[src/rtl/scan_display_decoder.sv]
// Monitors the multiplexed digit bus (num + active-low an_sel) and rebuilds the
// four displayed digits, committing them only when a full in-order frame is seen.
module scan_display_decoder #(
   parameter int SETTLE = 4,
   parameter int FCNT_W = 8
) (
   input  logic              clk,
   input  logic              rst,
   input  logic [3:0]        an_sel,
   input  logic [3:0]        num,
   output logic [3:0]        ones,
   output logic [3:0]        tens,
   output logic [3:0]        hundreds,
   output logic [3:0]        letter,
   output logic              frame_valid,
   output logic              locked,
   output logic              err_anode,
   output logic              err_order,
   output logic [FCNT_W-1:0] frame_count
);

   localparam int RUN_W = $clog2(SETTLE + 1);

   localparam logic [2:0] SYNC     = 3'd0;
   localparam logic [2:0] EXP_ONES = 3'd1;
   localparam logic [2:0] EXP_TENS = 3'd2;
   localparam logic [2:0] EXP_HUND = 3'd3;
   localparam logic [2:0] EXP_LET  = 3'd4;

   function automatic logic [RUN_W-1:0] sat_inc(input logic [RUN_W-1:0] r);
      if (r >= RUN_W'(SETTLE)) return RUN_W'(SETTLE);
      else                     return r + 1'b1;
   endfunction

   logic [2:0]       state, state_n;
   logic [3:0]       prev_an;
   logic [RUN_W-1:0] run, run_next;
   logic [3:0]       sh_ones, sh_tens, sh_hund;
   logic [3:0]       sh_ones_n, sh_tens_n, sh_hund_n;
   logic             capture, changed;
   logic [1:0]       idx, exp_idx;
   logic             legal, blank, illegal;
   logic             commit, e_anode, e_order;

   // Dwell filter: a capture fires once, on the cycle the dwell reaches SETTLE.
   always_comb begin
      changed  = (an_sel != prev_an);
      run_next = changed ? RUN_W'(1) : sat_inc(run);
      capture  = (run_next == RUN_W'(SETTLE)) && (changed || (run < RUN_W'(SETTLE)));
   end

   always_comb begin
      idx   = 2'd0;
      legal = 1'b0;
      blank = (an_sel == 4'b1111);
      case (an_sel)
         4'b0111: begin idx = 2'd0; legal = 1'b1; end
         4'b1011: begin idx = 2'd1; legal = 1'b1; end
         4'b1101: begin idx = 2'd2; legal = 1'b1; end
         4'b1110: begin idx = 2'd3; legal = 1'b1; end
         default: ;
      endcase
      illegal = !legal && !blank;
      case (state)
         EXP_TENS: exp_idx = 2'd1;
         EXP_HUND: exp_idx = 2'd2;
         EXP_LET:  exp_idx = 2'd3;
         default:  exp_idx = 2'd0;
      endcase
   end

   // Frame sequencer: partial digits live in the shadows until the letter arrives.
   always_comb begin
      state_n   = state;
      sh_ones_n = sh_ones;
      sh_tens_n = sh_tens;
      sh_hund_n = sh_hund;
      commit    = 1'b0;
      e_anode   = 1'b0;
      e_order   = 1'b0;
      if (capture) begin
         if (illegal) begin
            e_anode   = 1'b1;
            state_n   = SYNC;
            sh_ones_n = 4'd0;
            sh_tens_n = 4'd0;
            sh_hund_n = 4'd0;
         end else if (legal) begin
            if (state == SYNC) begin
               if (idx == 2'd0) begin
                  sh_ones_n = num;
                  state_n   = EXP_TENS;
               end
            end else if (idx == exp_idx) begin
               case (idx)
                  2'd0:    begin sh_ones_n = num; state_n = EXP_TENS; end
                  2'd1:    begin sh_tens_n = num; state_n = EXP_HUND; end
                  2'd2:    begin sh_hund_n = num; state_n = EXP_LET;  end
                  default: begin commit = 1'b1;   state_n = EXP_ONES; end
               endcase
            end else begin
               e_order = 1'b1;
               if (idx == 2'd0) begin
                  sh_ones_n = num;
                  state_n   = EXP_TENS;
               end else begin
                  state_n = SYNC;
               end
            end
         end
      end
   end

   always_ff @(posedge clk) begin
      if (rst) begin
         state       <= SYNC;
         prev_an     <= 4'b1111;
         run         <= '0;
         sh_ones     <= 4'd0;
         sh_tens     <= 4'd0;
         sh_hund     <= 4'd0;
         ones        <= 4'd0;
         tens        <= 4'd0;
         hundreds    <= 4'd0;
         letter      <= 4'd0;
         frame_valid <= 1'b0;
         err_anode   <= 1'b0;
         err_order   <= 1'b0;
         locked      <= 1'b0;
         frame_count <= '0;
      end else begin
         state       <= state_n;
         prev_an     <= an_sel;
         run         <= run_next;
         sh_ones     <= sh_ones_n;
         sh_tens     <= sh_tens_n;
         sh_hund     <= sh_hund_n;
         frame_valid <= commit;
         err_anode   <= e_anode;
         err_order   <= e_order;
         locked      <= (state_n != SYNC);
         if (commit) begin
            ones        <= sh_ones;
            tens        <= sh_tens;
            hundreds    <= sh_hund;
            letter      <= num;
            frame_count <= frame_count + 1'b1;
         end
      end
   end

endmodule
[config.mk]
export PLATFORM = sky130hd
export DESIGN_NAME = scan_display_decoder
export DESIGN_NICKNAME = d
export VERILOG_FILES = /design/src/rtl/scan_display_decoder.sv
export SDC_FILE = /design/constraint.sdc
export NUM_CORES = 1
export LEC_CHECK = 0
export CORE_ASPECT_RATIO = 1.5
export CORE_MARGIN = 3
export CORE_UTILIZATION = 25
export CTS_BUF_LIST = sky130_fd_sc_hd__clkbuf_8
export CTS_CLUSTER_DIAMETER = 80
export DETAILED_ROUTE_END_ITERATION = 8
export PLACE_DENSITY = 0.51
export REMOVE_ABC_BUFFERS = 1
export SLEW_MARGIN = 20
export SYNTH_ARGS = -nofsm -noshare
export SYNTH_HDL_FRONTEND = slang
export SYNTH_SLANG_ARGS = --single-unit
export TNS_END_PERCENT = 1
[constraint.sdc]
create_clock -name clk -period 5.7 [get_ports clk]
set_input_delay 0.57 -clock clk [delete_from_list [all_inputs] [get_ports clk]]
set_output_delay 0.57 -clock clk [all_outputs]
set_load 0.01 [all_outputs]
==> impl_metrics.toml <==
[pwr]
p_total_mw = 0.644
peakVddDrop_uv = 183
power_density_mw_per_mm2 = 227
intPower_mw = 0.497
power_frac_comb_pct = 6.8
switching_power_mw = 0.147
p_sw_share_pct = 22.8
clockPowerShare_pct = 38.5
seq_power_share_pct = 54.7
p_leak_nw = 0.942

[placed_design]
place_worst_setup_slack_ps = 2240
place.gp.congestion = 0.796
port_buffers = 37
dp_hpwl_um = 3820

[finish]
drive_gt1_share_pct = 7.87
postLayoutCoreUtil_pct = 31.8
insertedDiodeCount = 0
syn2layout_area_growth_pct = 22.7
num-nets-final = 317

[worst_hold_path]
min_path_type = "reg -> reg"

[clocking]
cts_post_setup_buffers_inserted = 0
htreeDepth = 2
cts_buffers = 5
clk_pin_slew_worst_paths_ps = 80
cts_sinks = 50
root_buffer = "clkbuf_8"
hold_buffers = 0
cts-resized-gates = 0
cts_tree = "built"
insertion_delay_ps = 310
cts_buffer_depth = 2

[synth]
synth_top_family_by_area = "simple AND/OR/NAND/NOR gates"
synth_xor_area_share_pct = 4.54
synthArstFlopShare_pct = 0
ys.flop_type = "dfxtp_1"
synth_seq_cells = 50
yosys.area_share.simple_pct = 27.7
synth_fa_ha_area_share_pct = 2.11
synth.avg_cell_area_um2 = 8.35
synth_edf_count = 0
netlist_instances = 277
ys_types = 51
syn_area_mm2 = 0.00231
synth-compound-area-share_pct = 14.3
synth_mux_area_share_pct = 1.84
ys_seq_area_share_pct = 43.3
ys_warn_count = 0

[worst_setup_path]
path_max_fanout = 18
critPathCaptureType = "flip-flop"
arrival_ps = 3340
critPathLaunchType = "input port"
criticalPathCategory = "in -> reg"
worstPathRequired_ps = 5940

[sta]
final_hold_viol_count = 0
setup_violations = 0
rsz0062_at_grt = "no"
clock-skew-final_ps = 7.75
period_needed_ps = 3100
max_clock_freq_ghz = 0.323
worstMarginPinSlew_ps = 773
setup_slack_ps = 2600
fin_crit_sh_pct = 54.4
relSlewSlack_pct = 48.3
whs_ps = 454
finalSetupTns_ps = 0
drv_slew = 0

[route]
drt_pre_antenna_iters = 4
vias = 1925
drc = 0
ant_nets = 0
drt-vias-per-instance = 4.64
wire_per_inst_um = 12.9
totalWireLength_um = 5360
initialDrtViolationCount = 69

[grt]
grt_pass1_vias = 1919
overflow = 0
antenna_found_initial = 0
grt_usage_pct = 10.9
grt_pass1_wl_um = 9230
grt_max_degree = 50

[die]
initial_utilization_pct = 25.9
design.core.area_mm2 = 0.00893
fp.dieW_um = 84.5
die_y_um = 124
rows = 42
num_io_pins = 38
dieArea_mm2 = 0.0105

[flow_run]
cap_viol_max_count = 0

[run_status]
status = "finished, final reports clean"
==> critical path, stage by stage <==
cell	delay, ps
clkdlybuf4s50_1	930
xnor2_1	210
nand4_1	140
nor2_1	630
nand3_1	330
or3_1	410
a21oi_1	110
==> final timing paths <==
check / from / end / slack, ps / cells after the start
setup reg to reg: run[0] / sh_tens[3] / 3110 / 7
hold reg to reg: tens[0] / tens[0] / 450 / 2
setup / recovery: an_sel[1] / sh_tens[3] / 2600 / 7
hold / removal: tens[0] / tens[0] / 450 / 2
==> layout by cell type, fill, tap and decap left out, drive strengths merged, types with 2 or more instances in the layout <==
cell / n
nand2b: 2
xor2: 4
nand2: 59
or3: 7
or2: 4
clkdlybuf4s50: 37
clkbuf: 5
ha: 3
nor2b: 2
buf: 2
nand3: 7
o211ai: 3
nor3: 3
and4: 2
nor4: 2
inv: 11
nand4b: 3
dfxtp: 50
mux2i: 2
nand4: 6
o21ai: 8
o2bb2ai: 4
nor3b: 2
a21oi: 30
nor2: 16
xnor2: 8
nand4bb: 2
mux2: 2
nand3b: 3
==> metal layers <==
| metal | global-route usage, % | share of wire [%] | vias up |
|---|---|---|---|
| met5 | 0 | 0 | - |
| met4 | 4.85 | 1.9 | 0 |
| met3 | 2.32 | 4.3 | 7 |
| met2 | 19.5 | 49 | 33 |
| met1 | 12.4 | 44 | 892 |
| li1 | - | - | 993 |
==> sequential cells by signal, indices dropped and copies added (netlist names), 3 cells and up <==
register	flops
sh_hund	4
letter	4
frame_count	8
prev_an	4
sh_tens	4
ones	4
hundreds	4
run	3
sh_ones	4
tens	4
state	3
==> Yosys cell counts, drive strengths merged, types with 4 or more instances <==
master | instances | area (um^2)
nand2 | 59 | 229
dfxtp | 50 | 1000
a21oi | 30 | 150
nor2 | 16 | 60.1
buf | 12 | 80.1
inv | 10 | 37.5
o21ai | 8 | 40.0
xnor2 | 8 | 70.1
clkbuf | 7 | 27.5
nand3 | 7 | 35.0
or3 | 7 | 48.8
nand4 | 6 | 37.5
o2bb2ai | 4 | 35.0
or2 | 4 | 25.0
xor2 | 4 | 35.0
==> through the flow <==
step / instances / cell area (um^2)
2_1_floorplan: 258 / 2210
3_3_place_gp: 407 / 2730
3_5_place_dp: 407 / 2730
4_1_cts: 415 / 2840
5_1_grt: 415 / 2840
6_report: 415 / 2840
==> power groups by stage <==
stage,registers (mW),clock network [mW],logic [mW]
5_1_grt,0.353,0.268,0.0491
2_1_floorplan,0.360,0,0.0202
3_5_place_dp,0.360,0,0.0441
4_1_cts,0.352,0.258,0.0444
6_report,0.352,0.248,0.0438
3_3_place_gp,0.360,0,0.0439
==> logic make-up after synthesis <==
logic type	Yosys count
AOI/OAI and AO/OA	54
xor gates and xnor gates	12
adders and majority gates	4
buffers and inverters	29
DFF	50
muxes	4
and+or+nand+nor	124
==> cell type report <==
class | count | area, um^2
tap | 110 | 138
multi-input combinational | 198 | 1170
fill | 985 | 6090
clock buffer | 5 | 68.8
inverter | 10 | 37.5
sequential | 50 | 1000
timing repair buffer | 39 | 385
clock inverter | 3 | 41.3
Power figures use the tool's default switching activity.
